[src/rtl/cache_bank_ctrl_pkg.sv]
// Shared constants, FSM encoding and types for the cache way
// bank access controller.
package cache_bank_ctrl_pkg;

  localparam int CACHE_INDEX_AW = 8;
  localparam int INDEX_AW = CACHE_INDEX_AW;
  localparam int BANK_NUM = 4;
  localparam int DATA_WIDTH = 32;
  localparam int BYTE_NUM = DATA_WIDTH / 8;
  localparam int RAM_NUM = BANK_NUM * BYTE_NUM;
  localparam int BANK_SEL_W = $clog2(BANK_NUM);

  localparam logic WR_PORT_ENABLE = 1'b1;
  localparam logic RD_PORT_ENABLE = 1'b1;

  typedef enum logic [2:0] {
    IDLE,
    LD_ISSUE,
    LD_RESP,
    ST_ISSUE,
    RF_BEAT,
    RF_DONE
  } state_e;

  typedef logic [INDEX_AW-1:0] index_t;
  typedef logic [DATA_WIDTH-1:0] word_t;
  typedef logic [RAM_NUM-1:0] wr_en_t;
  typedef logic [BYTE_NUM-1:0] strb_t;
  typedef logic [BANK_SEL_W-1:0] bank_t;

  // Byte strobes placed onto the lanes of one bank.
  function automatic wr_en_t lane_mask(
    input strb_t strb,
    input bank_t bank
  );
    wr_en_t m;
    m = '0;
    m[BYTE_NUM-1:0] = strb;
    return m << (BYTE_NUM * int'(bank));
  endfunction

endpackage

[src/rtl/cache_bank_ctrl_if.sv]
// Pipeline/memory-side request bundle of the bank controller:
// load, store and refill handshakes.
interface cache_bank_ctrl_if;
  import cache_bank_ctrl_pkg::*;

  logic   ld_valid_i;
  logic   ld_ready_o;
  index_t ld_index_i;
  bank_t  ld_bank_i;
  logic   ld_rsp_valid_o;
  word_t  ld_rsp_data_o;

  logic   st_valid_i;
  logic   st_ready_o;
  index_t st_index_i;
  bank_t  st_bank_i;
  strb_t  st_strb_i;
  word_t  st_data_i;

  logic   rf_start_i;
  index_t rf_index_i;
  logic   rf_valid_i;
  logic   rf_ready_o;
  word_t  rf_data_i;
  logic   rf_busy_o;
  logic   rf_done_o;

  modport slave (
    input  ld_valid_i, ld_index_i, ld_bank_i,
    output ld_ready_o, ld_rsp_valid_o,
    output ld_rsp_data_o,
    input  st_valid_i, st_index_i, st_bank_i,
    input  st_strb_i, st_data_i,
    output st_ready_o,
    input  rf_start_i, rf_index_i, rf_valid_i,
    input  rf_data_i,
    output rf_ready_o, rf_busy_o, rf_done_o
  );

  modport master (
    output ld_valid_i, ld_index_i, ld_bank_i,
    input  ld_ready_o, ld_rsp_valid_o,
    input  ld_rsp_data_o,
    output st_valid_i, st_index_i, st_bank_i,
    output st_strb_i, st_data_i,
    input  st_ready_o,
    output rf_start_i, rf_index_i, rf_valid_i,
    output rf_data_i,
    input  rf_ready_o, rf_busy_o, rf_done_o
  );

endinterface

[src/rtl/cache_bank_ctrl_bank_rd_mux.sv]
// Word select across the bank read data bus.
module bank_rd_mux
  import cache_bank_ctrl_pkg::*;
(
  input  logic [BANK_NUM*DATA_WIDTH-1:0] rd_data,
  input  bank_t                          sel,
  output word_t                          word
);

  assign word = rd_data[int'(sel)*DATA_WIDTH +: DATA_WIDTH];

endmodule

[src/rtl/cache_bank_ctrl.sv]
// Serialises refill, store and load traffic onto the four data
// banks of one cache way and returns load data.
module cache_bank_ctrl
  import cache_bank_ctrl_pkg::*;
(
  input  logic                          clk,
  input  logic                          rst_n,
  cache_bank_ctrl_if.slave              req,
  output index_t                        bank_index_o,
  output wr_en_t                        bank_wr_en_o,
  output word_t                         bank_wr_data_o,
  input  logic [BANK_NUM*DATA_WIDTH-1:0] bank_rd_data_i
);

  localparam wr_en_t WR_GATE = {RAM_NUM{WR_PORT_ENABLE}};
  localparam bank_t LAST_BEAT = bank_t'(BANK_NUM - 1);

  state_e state;
  logic   acc_en;
  bank_t  ld_bank_q;
  bank_t  rf_cnt;
  index_t rf_index_q;
  word_t  rsp_hold;
  word_t  mux_word;
  word_t  ld_word;
  logic   rf_busy_q;
  logic   rf_done_q;
  logic   idle;
  logic   take_rf;
  logic   take_st;
  logic   take_ld;
  logic   rf_beat;

  bank_rd_mux u_rd_mux (
    .rd_data (bank_rd_data_i),
    .sel     (ld_bank_q),
    .word    (mux_word)
  );

  assign ld_word = RD_PORT_ENABLE ? mux_word : '0;

  // acc_en keeps the ready outputs low while reset is held.
  assign idle = acc_en && (state == IDLE);
  assign req.st_ready_o = idle && !req.rf_start_i;
  assign req.ld_ready_o = idle && !req.rf_start_i
                          && !req.st_valid_i;

  assign take_rf = idle && req.rf_start_i;
  assign take_st = req.st_valid_i && req.st_ready_o;
  assign take_ld = req.ld_valid_i && req.ld_ready_o;

  assign req.rf_ready_o = (state == RF_BEAT);
  assign rf_beat = req.rf_valid_i && req.rf_ready_o;

  assign req.rf_busy_o = rf_busy_q;
  assign req.rf_done_o = rf_done_q;

  // Bank data lands one cycle after the index, i.e. in LD_RESP.
  assign req.ld_rsp_valid_o = (state == LD_RESP);
  assign req.ld_rsp_data_o  = (state == LD_RESP) ? ld_word
                                                 : rsp_hold;

  always_ff @(posedge clk or negedge rst_n) begin
    if (!rst_n) begin
      state          <= IDLE;
      acc_en         <= 1'b0;
      ld_bank_q      <= '0;
      rf_cnt         <= '0;
      rf_index_q     <= '0;
      rsp_hold       <= '0;
      rf_busy_q      <= 1'b0;
      rf_done_q      <= 1'b0;
      bank_index_o   <= '0;
      bank_wr_en_o   <= '0;
      bank_wr_data_o <= '0;
    end else begin
      acc_en       <= 1'b1;
      bank_wr_en_o <= '0;
      rf_done_q    <= 1'b0;
      unique case (state)
        IDLE: begin
          unique case (1'b1)
            take_rf: begin
              state      <= RF_BEAT;
              rf_index_q <= req.rf_index_i;
              rf_cnt     <= '0;
              rf_busy_q  <= 1'b1;
            end
            take_st: begin
              state          <= ST_ISSUE;
              bank_index_o   <= req.st_index_i;
              bank_wr_data_o <= req.st_data_i;
              bank_wr_en_o   <= WR_GATE
                & lane_mask(req.st_strb_i,
                            req.st_bank_i);
            end
            take_ld: begin
              state        <= LD_ISSUE;
              bank_index_o <= req.ld_index_i;
              ld_bank_q    <= req.ld_bank_i;
            end
            default: ;
          endcase
        end
        LD_ISSUE: state <= LD_RESP;
        LD_RESP: begin
          state    <= IDLE;
          rsp_hold <= ld_word;
        end
        ST_ISSUE: state <= IDLE;
        RF_BEAT: begin
          if (rf_beat) begin
            bank_index_o   <= rf_index_q;
            bank_wr_data_o <= req.rf_data_i;
            bank_wr_en_o   <= WR_GATE
              & lane_mask('1, rf_cnt);
            rf_cnt         <= rf_cnt + 1'b1;
            if (rf_cnt == LAST_BEAT) begin
              state     <= RF_DONE;
              rf_done_q <= 1'b1;
            end
          end
        end
        RF_DONE: begin
          state     <= IDLE;
          rf_busy_q <= 1'b0;
        end
        default: state <= IDLE;
      endcase
    end
  end

endmodule

[src/flat_wrapper.sv]
// flat-port wrapper written by rule: the top's interface ports become plain ports
module cache_bank_ctrl_flat import cache_bank_ctrl_pkg::*;
  (clk, rst_n, bank_index_o, bank_wr_en_o, bank_wr_data_o, bank_rd_data_i, req_ld_valid_i, req_ld_index_i, req_ld_bank_i, req_ld_ready_o, req_ld_rsp_valid_o, req_ld_rsp_data_o, req_st_valid_i, req_st_index_i, req_st_bank_i, req_st_strb_i, req_st_data_i, req_st_ready_o, req_rf_start_i, req_rf_index_i, req_rf_valid_i, req_rf_data_i, req_rf_ready_o, req_rf_busy_o, req_rf_done_o);
  cache_bank_ctrl_if req_i ();
  input  logic clk;
  input  logic rst_n;
  output index_t bank_index_o;
  output wr_en_t bank_wr_en_o;
  output word_t bank_wr_data_o;
  input  logic [BANK_NUM*DATA_WIDTH-1:0] bank_rd_data_i;
  input wire logic [$bits(req_i.ld_valid_i)-1:0] req_ld_valid_i;
  input wire logic [$bits(req_i.ld_index_i)-1:0] req_ld_index_i;
  input wire logic [$bits(req_i.ld_bank_i)-1:0] req_ld_bank_i;
  output wire logic [$bits(req_i.ld_ready_o)-1:0] req_ld_ready_o;
  output wire logic [$bits(req_i.ld_rsp_valid_o)-1:0] req_ld_rsp_valid_o;
  output wire logic [$bits(req_i.ld_rsp_data_o)-1:0] req_ld_rsp_data_o;
  input wire logic [$bits(req_i.st_valid_i)-1:0] req_st_valid_i;
  input wire logic [$bits(req_i.st_index_i)-1:0] req_st_index_i;
  input wire logic [$bits(req_i.st_bank_i)-1:0] req_st_bank_i;
  input wire logic [$bits(req_i.st_strb_i)-1:0] req_st_strb_i;
  input wire logic [$bits(req_i.st_data_i)-1:0] req_st_data_i;
  output wire logic [$bits(req_i.st_ready_o)-1:0] req_st_ready_o;
  input wire logic [$bits(req_i.rf_start_i)-1:0] req_rf_start_i;
  input wire logic [$bits(req_i.rf_index_i)-1:0] req_rf_index_i;
  input wire logic [$bits(req_i.rf_valid_i)-1:0] req_rf_valid_i;
  input wire logic [$bits(req_i.rf_data_i)-1:0] req_rf_data_i;
  output wire logic [$bits(req_i.rf_ready_o)-1:0] req_rf_ready_o;
  output wire logic [$bits(req_i.rf_busy_o)-1:0] req_rf_busy_o;
  output wire logic [$bits(req_i.rf_done_o)-1:0] req_rf_done_o;
  assign req_i.ld_valid_i = req_ld_valid_i;
  assign req_i.ld_index_i = req_ld_index_i;
  assign req_i.ld_bank_i = req_ld_bank_i;
  assign req_ld_ready_o = req_i.ld_ready_o;
  assign req_ld_rsp_valid_o = req_i.ld_rsp_valid_o;
  assign req_ld_rsp_data_o = req_i.ld_rsp_data_o;
  assign req_i.st_valid_i = req_st_valid_i;
  assign req_i.st_index_i = req_st_index_i;
  assign req_i.st_bank_i = req_st_bank_i;
  assign req_i.st_strb_i = req_st_strb_i;
  assign req_i.st_data_i = req_st_data_i;
  assign req_st_ready_o = req_i.st_ready_o;
  assign req_i.rf_start_i = req_rf_start_i;
  assign req_i.rf_index_i = req_rf_index_i;
  assign req_i.rf_valid_i = req_rf_valid_i;
  assign req_i.rf_data_i = req_rf_data_i;
  assign req_rf_ready_o = req_i.rf_ready_o;
  assign req_rf_busy_o = req_i.rf_busy_o;
  assign req_rf_done_o = req_i.rf_done_o;
  cache_bank_ctrl u_core (.clk(clk), .rst_n(rst_n), .req(req_i), .bank_index_o(bank_index_o), .bank_wr_en_o(bank_wr_en_o), .bank_wr_data_o(bank_wr_data_o), .bank_rd_data_i(bank_rd_data_i));
endmodule
[config.mk]
export PLATFORM = sky130hd
export DESIGN_NAME = cache_bank_ctrl_flat
export DESIGN_NICKNAME = d
export VERILOG_FILES = /design/src/rtl/cache_bank_ctrl_pkg.sv /design/src/rtl/cache_bank_ctrl_if.sv /design/src/rtl/cache_bank_ctrl_bank_rd_mux.sv /design/src/rtl/cache_bank_ctrl.sv /design/src/flat_wrapper.sv
export SDC_FILE = /design/constraint.sdc
export NUM_CORES = 1
export LEC_CHECK = 0
export ABC_AREA = 0
export BUFFER_PORTS_ARGS = -buffer_cell sky130_fd_sc_hd__buf_4
export CAP_MARGIN = 20
export CORE_AREA = 2 2 127 129
export CTS_CLUSTER_DIAMETER = 40
export CTS_CLUSTER_SIZE = 30
export DETAILED_ROUTE_END_ITERATION = 16
export DIE_AREA = 0 0 129 131
export GPL_TIMING_DRIVEN = 0
export PLACE_DENSITY = 0.66
export SETUP_SLACK_MARGIN = 0.4
export SYNTH_ARGS = -nofsm -noshare
export SYNTH_HDL_FRONTEND = slang
export SYNTH_SLANG_ARGS = --single-unit
[constraint.sdc]
create_clock -name clk -period 2.5 [get_ports clk]
set_input_delay 0.125 -clock clk [delete_from_list [all_inputs] [get_ports clk]]
set_output_delay 0.125 -clock clk [all_outputs]
set_load 0.02 [all_outputs]
---- After elaboration in Yosys (flattened, before gate mapping) ----
Cells that the tools add are included.
word-level totals
  register bits after elaboration ......... 106
  input bits .............................. 230
  output and inout bits ................... 94
  logic and storage cells ................. 67
operators by class
  add/subtract/negate cells ............... 1
  equality and inequality tests ........... 11
  shift-type cells ........................ 3
  multiplexer cells ....................... 22
  reductions and logical operators ........ 19
operators with widths
  operator                                          number
  indexed part select 128 x 8 -> 32 bit             1
  two-way mux 32 bit                                3
  case mux 32 bit (2 select lines)                  1
  two-way mux 16 bit                                2
  case mux 16 bit (2 select lines)                  1
  case mux 8 bit (2 select lines)                   2
  case mux 3 bit (3 select lines)                   2
  left shift 4 x 4 -> 16 bit                        1
  left shift 4 x 4 -> 16 bit, first input constant  1
  AND reduction 3 bit                               4
  two-way mux 8 bit                                 1
  logical AND 1 bit                                 7
  == test 3 bit, second input constant              2
  two-way mux 3 bit                                 2
  AND reduction 2 bit                               3
  two-way mux 1 bit                                 4
  two-way mux 2 bit                                 2
  != test 2 x 1 -> 1 bit, second input constant     2
  != test 2 bit, second input constant              2
  != test 4 x 1 -> 1 bit, second input constant     1
  case mux 2 bit (2 select lines)                   1
  nonzero test 2 bit                                2
  == test 3 x 1 -> 1 bit, second input constant     1
  == test 3 x 2 -> 1 bit, second input constant     1
  other kinds (6)                                   7

---- Depth between registers and ports, before layout ----
  depth after elaboration ................. 7
  gate-level depth with buffers ........... 7
  mapped depth without buffers ............ 5

---- Modules after synthesis ----
A second synthesis with hierarchy kept.
second synthesis, totals
  cell total of the unflattened synthesis .. 408
  area total of the unflattened synthesis .. 5,380.2 um^2
modules (own cells, without submodules)
  module           times used  cells an instance  area an instance (um^2)
  cache_bank_ctrl  1           369                4,565.6
  bank_rd_mux      1           39                 814.5

---- Worst setup path after synthesis ----
No wires, ideal clock.
  path kind ............................... register -> register
  start ................................... register u_core.ld_bank_q[0]
  end ..................................... register u_core.rsp_hold[10]
  data arrival time ....................... 2.004 ns
  data required time ...................... 2.353 ns
  setup slack ............................. 0.349 ns
  stages on the path, launching flop included .. 5
  path buffers ............................ 2
  period minus slack after synthesis ...... 2.151 ns
  path through ............................ dfrtp_1 clkbuf_1 buf_1 mux4_2 mux2_2
on the way
  cells in the longest elaborated chain, start to end .. 2
RTL lines
  element                                RTL line                           text
  start, declared                        cache_bank_ctrl.sv:20              bank_t ld_bank_q;
  start signal, assigned                 cache_bank_ctrl.sv:100             ld_bank_q <= req.ld_bank_i;
  indexed part select 128 x 8 -> 32 bit  cache_bank_ctrl_bank_rd_mux.sv:10  assign word = rd_data[int'(sel)*DATA_WIDTH +: DATA_WIDTH];
  two-way mux 32 bit                     --
  named net req_ld_rsp_data_o[10]        flat_wrapper.sv:16                 output wire logic [$bits(req_i.ld_rsp_data_o)-1:0] req_ld_rsp_data_o;
  end signal, assigned                   cache_bank_ctrl.sv:108             rsp_hold <= ld_word;
  end, declared                          cache_bank_ctrl.sv:23              word_t rsp_hold;
The timed path passes the listed nets, and every way through them passes these cells.
A chain may end at the register's enable or synchronous reset.

---- Final worst setup path ----
  start ................................... register u_core.state[2]
  end ..................................... register u_core.bank_index_o[4]
on the way
  cells in the longest elaborated chain, start to end .. 7
RTL lines
  element                                                                           RTL line                                      text
  start, declared                                                                   cache_bank_ctrl.sv:18                         state_e state;
  start signal, assigned                                                            cache_bank_ctrl.sv:65                         state <= IDLE;
  start signal, assigned                                                            cache_bank_ctrl.sv:84                         state <= RF_BEAT;
  start signal, assigned                                                            cache_bank_ctrl.sv:90                         state <= ST_ISSUE;
  zero test 3 bit                                                                   cache_bank_ctrl.sv:43, cache_bank_ctrl.sv:80
  logical AND 1 bit                                                                 cache_bank_ctrl.sv:43                         assign idle = acc_en && (state == IDLE);
  logical AND 1 bit                                                                 cache_bank_ctrl.sv:44, cache_bank_ctrl.sv:45
  logical AND 1 bit                                                                 cache_bank_ctrl.sv:46                         && !req.st_valid_i;
  logical AND 1 bit                                                                 cache_bank_ctrl.sv:50                         assign take_ld = req.ld_valid_i && req.ld_ready_o;
  case mux 8 bit (2 select lines) / != test 3 x 1 -> 1 bit (equally long branches)  --
  case mux 8 bit (2 select lines) / AND reduction 3 bit (equally long branches)     --
  end signal, assigned                                                              cache_bank_ctrl.sv:91                         bank_index_o <= req.st_index_i;
  end signal, assigned                                                              cache_bank_ctrl.sv:99                         bank_index_o <= req.ld_index_i;
  end signal, assigned                                                              cache_bank_ctrl.sv:113                        bank_index_o <= rf_index_q;
  end, declared                                                                     cache_bank_ctrl.sv:9                          output index_t bank_index_o,
Several ways; a longest one is shown, not always the timed one.

==> impl_results.html <==
<table>
<tr><th>Metric</th><th>Value</th></tr>
<tr><th colspan="2">Cells and area</th></tr>
<tr><td>Share of final-layout standard cells stronger than drive strength 1</td><td>59.88%</td></tr>
<tr><td>Final cell area excluding filler cells</td><td>9100 sq um</td></tr>
<tr><td>Area growth from synthesis to final layout</td><td>72.59%</td></tr>
<tr><td>Final-layout fill cell count</td><td>1301</td></tr>
<tr><td>Final standard cell count with taps included and fillers excluded</td><td>1021</td></tr>
<tr><td>Number of nets in the finished design</td><td>1034</td></tr>
<tr><td>Number of inserted diodes</td><td>0</td></tr>
<tr><th colspan="2">Setup path</th></tr>
<tr><td>CP Capture Type</td><td>flip-flop</td></tr>
<tr><td>Highest cell delay on the worst timing path</td><td>530 ps</td></tr>
<tr><td>Kind of critical path</td><td>reg -&gt; reg</td></tr>
<tr><td>Critical path buffer and inverter count</td><td>3</td></tr>
<tr><td>Required time reported for the critical path endpoint</td><td>2730 ps</td></tr>
<tr><td>Library cell appearing most often on the critical path</td><td>buf_6</td></tr>
<tr><td>Cell-by-cell listing of the critical path</td><td>buf_6 &gt; or3b_4 &gt; buf_6 &gt; or4_4 &gt; buf_12 &gt; a221oi_2 &gt; o21ai_1</td></tr>
<tr><td>CP arrival</td><td>2400 ps</td></tr>
<tr><td>Dominant delay contributor by cell family on the critical path</td><td>simple AND/OR/NAND/NOR gates</td></tr>
<tr><td>Minimum setup slack among reg-to-reg paths</td><td>320 ps</td></tr>
<tr><td>Type of origin of the critical path</td><td>flip-flop</td></tr>
<tr><td>CP Max Fanout</td><td>5</td></tr>
<tr><td>Crit-path slowest cell</td><td>or4_4</td></tr>
<tr><th colspan="2">Logic synthesis</th></tr>
<tr><td>Post-synthesis cell type count</td><td>34</td></tr>
<tr><td>Top flip-flop cell by instance count after synthesis</td><td>dfrtp_1</td></tr>
<tr><td>Number of enable flip-flop cells after synthesis</td><td>0</td></tr>
<tr><td>Yosys reg bits</td><td>106</td></tr>
<tr><td>Post-synthesis area per instance</td><td>12.26 sq um</td></tr>
<tr><td>Cell area after synthesis</td><td>5273 sq um</td></tr>
<tr><td>Synthesized netlist net count</td><td>664</td></tr>
<tr><td>Synth Warn #</td><td>0</td></tr>
<tr><td>Share of the yosys chip area belonging to registers</td><td>50.31%</td></tr>
<tr><td>Post-Synthesis Cells</td><td>430</td></tr>
<tr><td>Share of flip-flops with an asynchronous set or reset</td><td>100.0%</td></tr>
<tr><th colspan="2">Clock tree</th></tr>
<tr><td>Master cell of the clock root buffer</td><td>clkbuf_16</td></tr>
<tr><td>Max Root-Sink Buffers</td><td>2</td></tr>
<tr><td>Number of sinks handled by clock tree synthesis</td><td>106</td></tr>
<tr><td>CTS HTree Levels</td><td>3</td></tr>
<tr><td>Clock insertion delay at the later pin of the skew report</td><td>340 ps</td></tr>
<tr><td>Num CTS Buffers</td><td>9</td></tr>
<tr><td>TritonCTS clock tree</td><td>yes</td></tr>
<tr><td>Clock slew at reported path FFs</td><td>70 ps</td></tr>
<tr><th colspan="2">Power</th></tr>
<tr><td>Clk pwr share</td><td>13.0%</td></tr>
<tr><td>Logic pwr share</td><td>60.6%</td></tr>
<tr><td>Static Leakage</td><td>0.004605 uW</td></tr>
<tr><td>Maximum resistive drop on vdd</td><td>524.1 uV</td></tr>
<tr><td>Part of the total power dissipated in sequential elements</td><td>26.4%</td></tr>
<tr><td>Internal power consumption</td><td>6569 uW</td></tr>
<tr><td>Net Switching</td><td>4017 uW</td></tr>
<tr><td>Switching part of the total</td><td>37.95%</td></tr>
<tr><td>Power density cells</td><td>1163 nW/um^2</td></tr>
<tr><th colspan="2">Global routing</th></tr>
<tr><td>Total Routing Usage GR</td><td>20.27%</td></tr>
<tr><td>Maximum number of pins on one net before global-route repair</td><td>59</td></tr>
<tr><td>Number of antenna violations at the first check in global routing</td><td>0</td></tr>
<tr><td>Vias in the first global route</td><td>5083</td></tr>
<tr><td>Overflow after GRT</td><td>0</td></tr>
<tr><td>Wire length of the first global-routing pass</td><td>26320 microns</td></tr>
<tr><th colspan="2">Placed design</th></tr>
<tr><td>Gpl congestion</td><td>0.8548</td></tr>
<tr><td>Placed instance count</td><td>970</td></tr>
<tr><td>Total half-perimeter wirelength after legalization and detailed placement</td><td>14000 microns</td></tr>
<tr><td>Placement Setup Slack</td><td>-192.5 ps</td></tr>
<tr><td>Post-Place Cell Area</td><td>8000 sq um</td></tr>
<tr><td>Buffers added on ports</td><td>323</td></tr>
<tr><th colspan="2">Floorplan</th></tr>
<tr><td>Starting utilization of the core area</td><td>33.80%</td></tr>
<tr><td>Core Footprint</td><td>15600 sq um</td></tr>
<tr><td>DIE AREA</td><td>16900 sq um</td></tr>
<tr><td>Floorplan row count</td><td>46</td></tr>
<tr><td>Die Ht</td><td>131 microns</td></tr>
<tr><td>Horizontal die dimension</td><td>129 microns</td></tr>
<tr><td>Number of placed I/O pins</td><td>324</td></tr>
<tr><th colspan="2">Drt</th></tr>
<tr><td>Remaining design rule violation count</td><td>0</td></tr>
<tr><td>DRC violation total after the first TritonRoute iteration</td><td>198</td></tr>
<tr><td>Wire length per cell</td><td>17.52 microns</td></tr>
<tr><td>Via-per-instance ratio</td><td>4.828</td></tr>
<tr><td>Routed wire length</td><td>17890 microns</td></tr>
<tr><td>1st-pass router iterations</td><td>4</td></tr>
<tr><td>Number of vias in the routed layout</td><td>4929</td></tr>
<tr><td>Count of antenna-violating nets left after detailed routing</td><td>0</td></tr>
<tr><th colspan="2">STA</th></tr>
<tr><td>Maximum clock frequency</td><td>0.4595 GHz</td></tr>
<tr><td>Final period utilization</td><td>87.06%</td></tr>
<tr><td>Worst clock skew</td><td>6.608 ps</td></tr>
<tr><td>Unrepaired setup endpoints after global routing</td><td>true</td></tr>
<tr><td>Hold Vio Cnt, Final</td><td>0</td></tr>
<tr><td>Pins Over Slew Limit</td><td>0</td></tr>
<tr><td>Min Tclk post-route</td><td>2176 ps</td></tr>
<tr><td>Actual slew at the worst max-slew pin</td><td>621.5 ps</td></tr>
<tr><td>Final setup margin</td><td>323.5 ps</td></tr>
<tr><td>Final setup vio count</td><td>0</td></tr>
<tr><td>Slew HR</td><td>58.57%</td></tr>
<tr><th colspan="2">Min path</th></tr>
<tr><td>Type of the tightest min-delay check</td><td>in -&gt; reg</td></tr>
<tr><th colspan="2">Status</th></tr>
<tr><td>Run status</td><td>completed</td></tr>
<tr><th colspan="2">Run</th></tr>
<tr><td>Maximum capacitance violations</td><td>0</td></tr>
</table>
path summary, 6_finish.rpt:
check	from	to	depth (start not counted)
max	u_core.state[2]	u_core.bank_index_o[4]	7
min	req_rf_index_i[1]	u_core.rf_index_q[1]	2
max reg2reg	u_core.state[2]	u_core.bank_index_o[4]	7
min reg2reg	u_core.bank_wr_data_o[26]	u_core.bank_wr_data_o[26]	2
max in group asynchronous	rst_n	u_core.bank_wr_data_o[3]	3
min in group asynchronous	rst_n	u_core.bank_wr_en_o[1]	2
cell usage after synthesis, types with 2 or more instances:
cell type,number,area share [%]
a21oi_1,2,0.19
o21ai_1,7,0.66
mux2i_1,32,6.1
nor3b_1,8,1.1
buf_2,2,0.19
inv_1,10,0.71
mux2_2,42,9.0
a221oi_1,8,1.3
o21ai_0,46,4.4
dfrtp_1,106,50
nor2_1,5,0.36
nor4b_1,2,0.33
mux4_2,32,14
clkbuf_1,21,1.5
nor4_1,3,0.36
ha_1,4,0.95
nor3_1,3,0.28
buf_6,3,0.64
nand2_1,72,5.1
buf_1,6,0.43
nand3_1,3,0.28
cell type report:
cell class	count	area [sq um]	area share, %
Clock inverter	3	21.27	0.2337
Multi-Input combinational cell	281	2603	28.60
Clock buffer	13	270.3	2.970
Inverter	11	45.04	0.4950
Sequential cell	106	2653	29.15
Tap cell	216	270.3	2.970
Timing Repair Buffer	359	2925	32.15
Buffer	32	312.8	3.437
what timing repair did:
action | in CTS | in global routing
gates cloned | 3 | 2
buffers inserted | 8 | 14
endpoints found under the hold margin | 54 | 1
endpoints found under the setup margin | 80 | 79
hold buffers | 7 | 1
gates resized for setup | 69 | 60
pin swaps | 6 | 3
layer usage:
layer  global-route usage [%]  vias up  share of wire (%)
met5                        0        -                  0
met4                    8.312        0                2.4
met3                    5.863       26                8.5
met2                    37.35      239                 52
met1                    21.87     2363                 37
li1                         -     2301                  -
state kept, by name, indices dropped and copies added (netlist names), 2 cells and up:
signal / flops
u_core.bank_wr_data_o: 32
u_core.rsp_hold: 32
u_core.bank_wr_en_o: 16
u_core.bank_index_o: 8
u_core.rf_index_q: 8
u_core.state: 3
u_core.ld_bank_q: 2
u_core.rf_cnt: 2
kinds of logic (layout without fill, tap and decap cells):
family          after synthesis  in the layout  share of synthesized area [%]
simple gates                102            102                          8.923
mux                         106            106                          28.71
flops                       106            106                          50.31
other cells                   1              1                        0.07112
buf+inv                      43            418                          3.536
fa+ha+maj                     4              4                         0.9493
compound gates               68             68                          7.499
worst reg2reg max path, stage by stage (launching register included):
cell	delay [ps]
dfrtp_1	370
buf_6	120
or3b_4	370
buf_6	130
or4_4	530
buf_12	170
a221oi_2	270
o21ai_1	110
layout by cell type (no fill, tap or decap), drive strengths merged, types with 5 or more instances in the layout:
cell,count
nor2,5
dfrtp,106
mux4,32
inv,11
nand2,72
buf,362
dlygate4sd3,8
mux2,42
nor3b,8
clkbuf,34
mux2i,32
a221oi,8
o21ai,53
power groups by stage:
stage / Sequential [uW] / Combinational, uW / Clock [uW]
after floorplan: 3130 / 2780 / 0
after global placement: 2760 / 5160 / 0
after detailed placement: 2790 / 5270 / 0
after CTS: 2780 / 5920 / 1420
after global routing: 2880 / 6830 / 1500
final: 2790 / 6410 / 1380
metrics by stage:
| step | TNS, ps | power, uW | hold WS, ps | util (%) |
|---|---|---|---|---|
| final | 0 | 10590 | 13.10 | 58.34 |
| after global routing | 0 | 11210 | 6.798 | 58.34 |
| after CTS | 0 | 10120 | 0.3915 | 56.44 |
| after detailed placement | -3995 | 8062 | 185.8 | 51.29 |
| after global placement | -4277 | 7919 | 359.6 | 51.12 |
| after floorplan | 0 | 5911 | -170.6 | - |
Power figures use the tool's default switching activity.
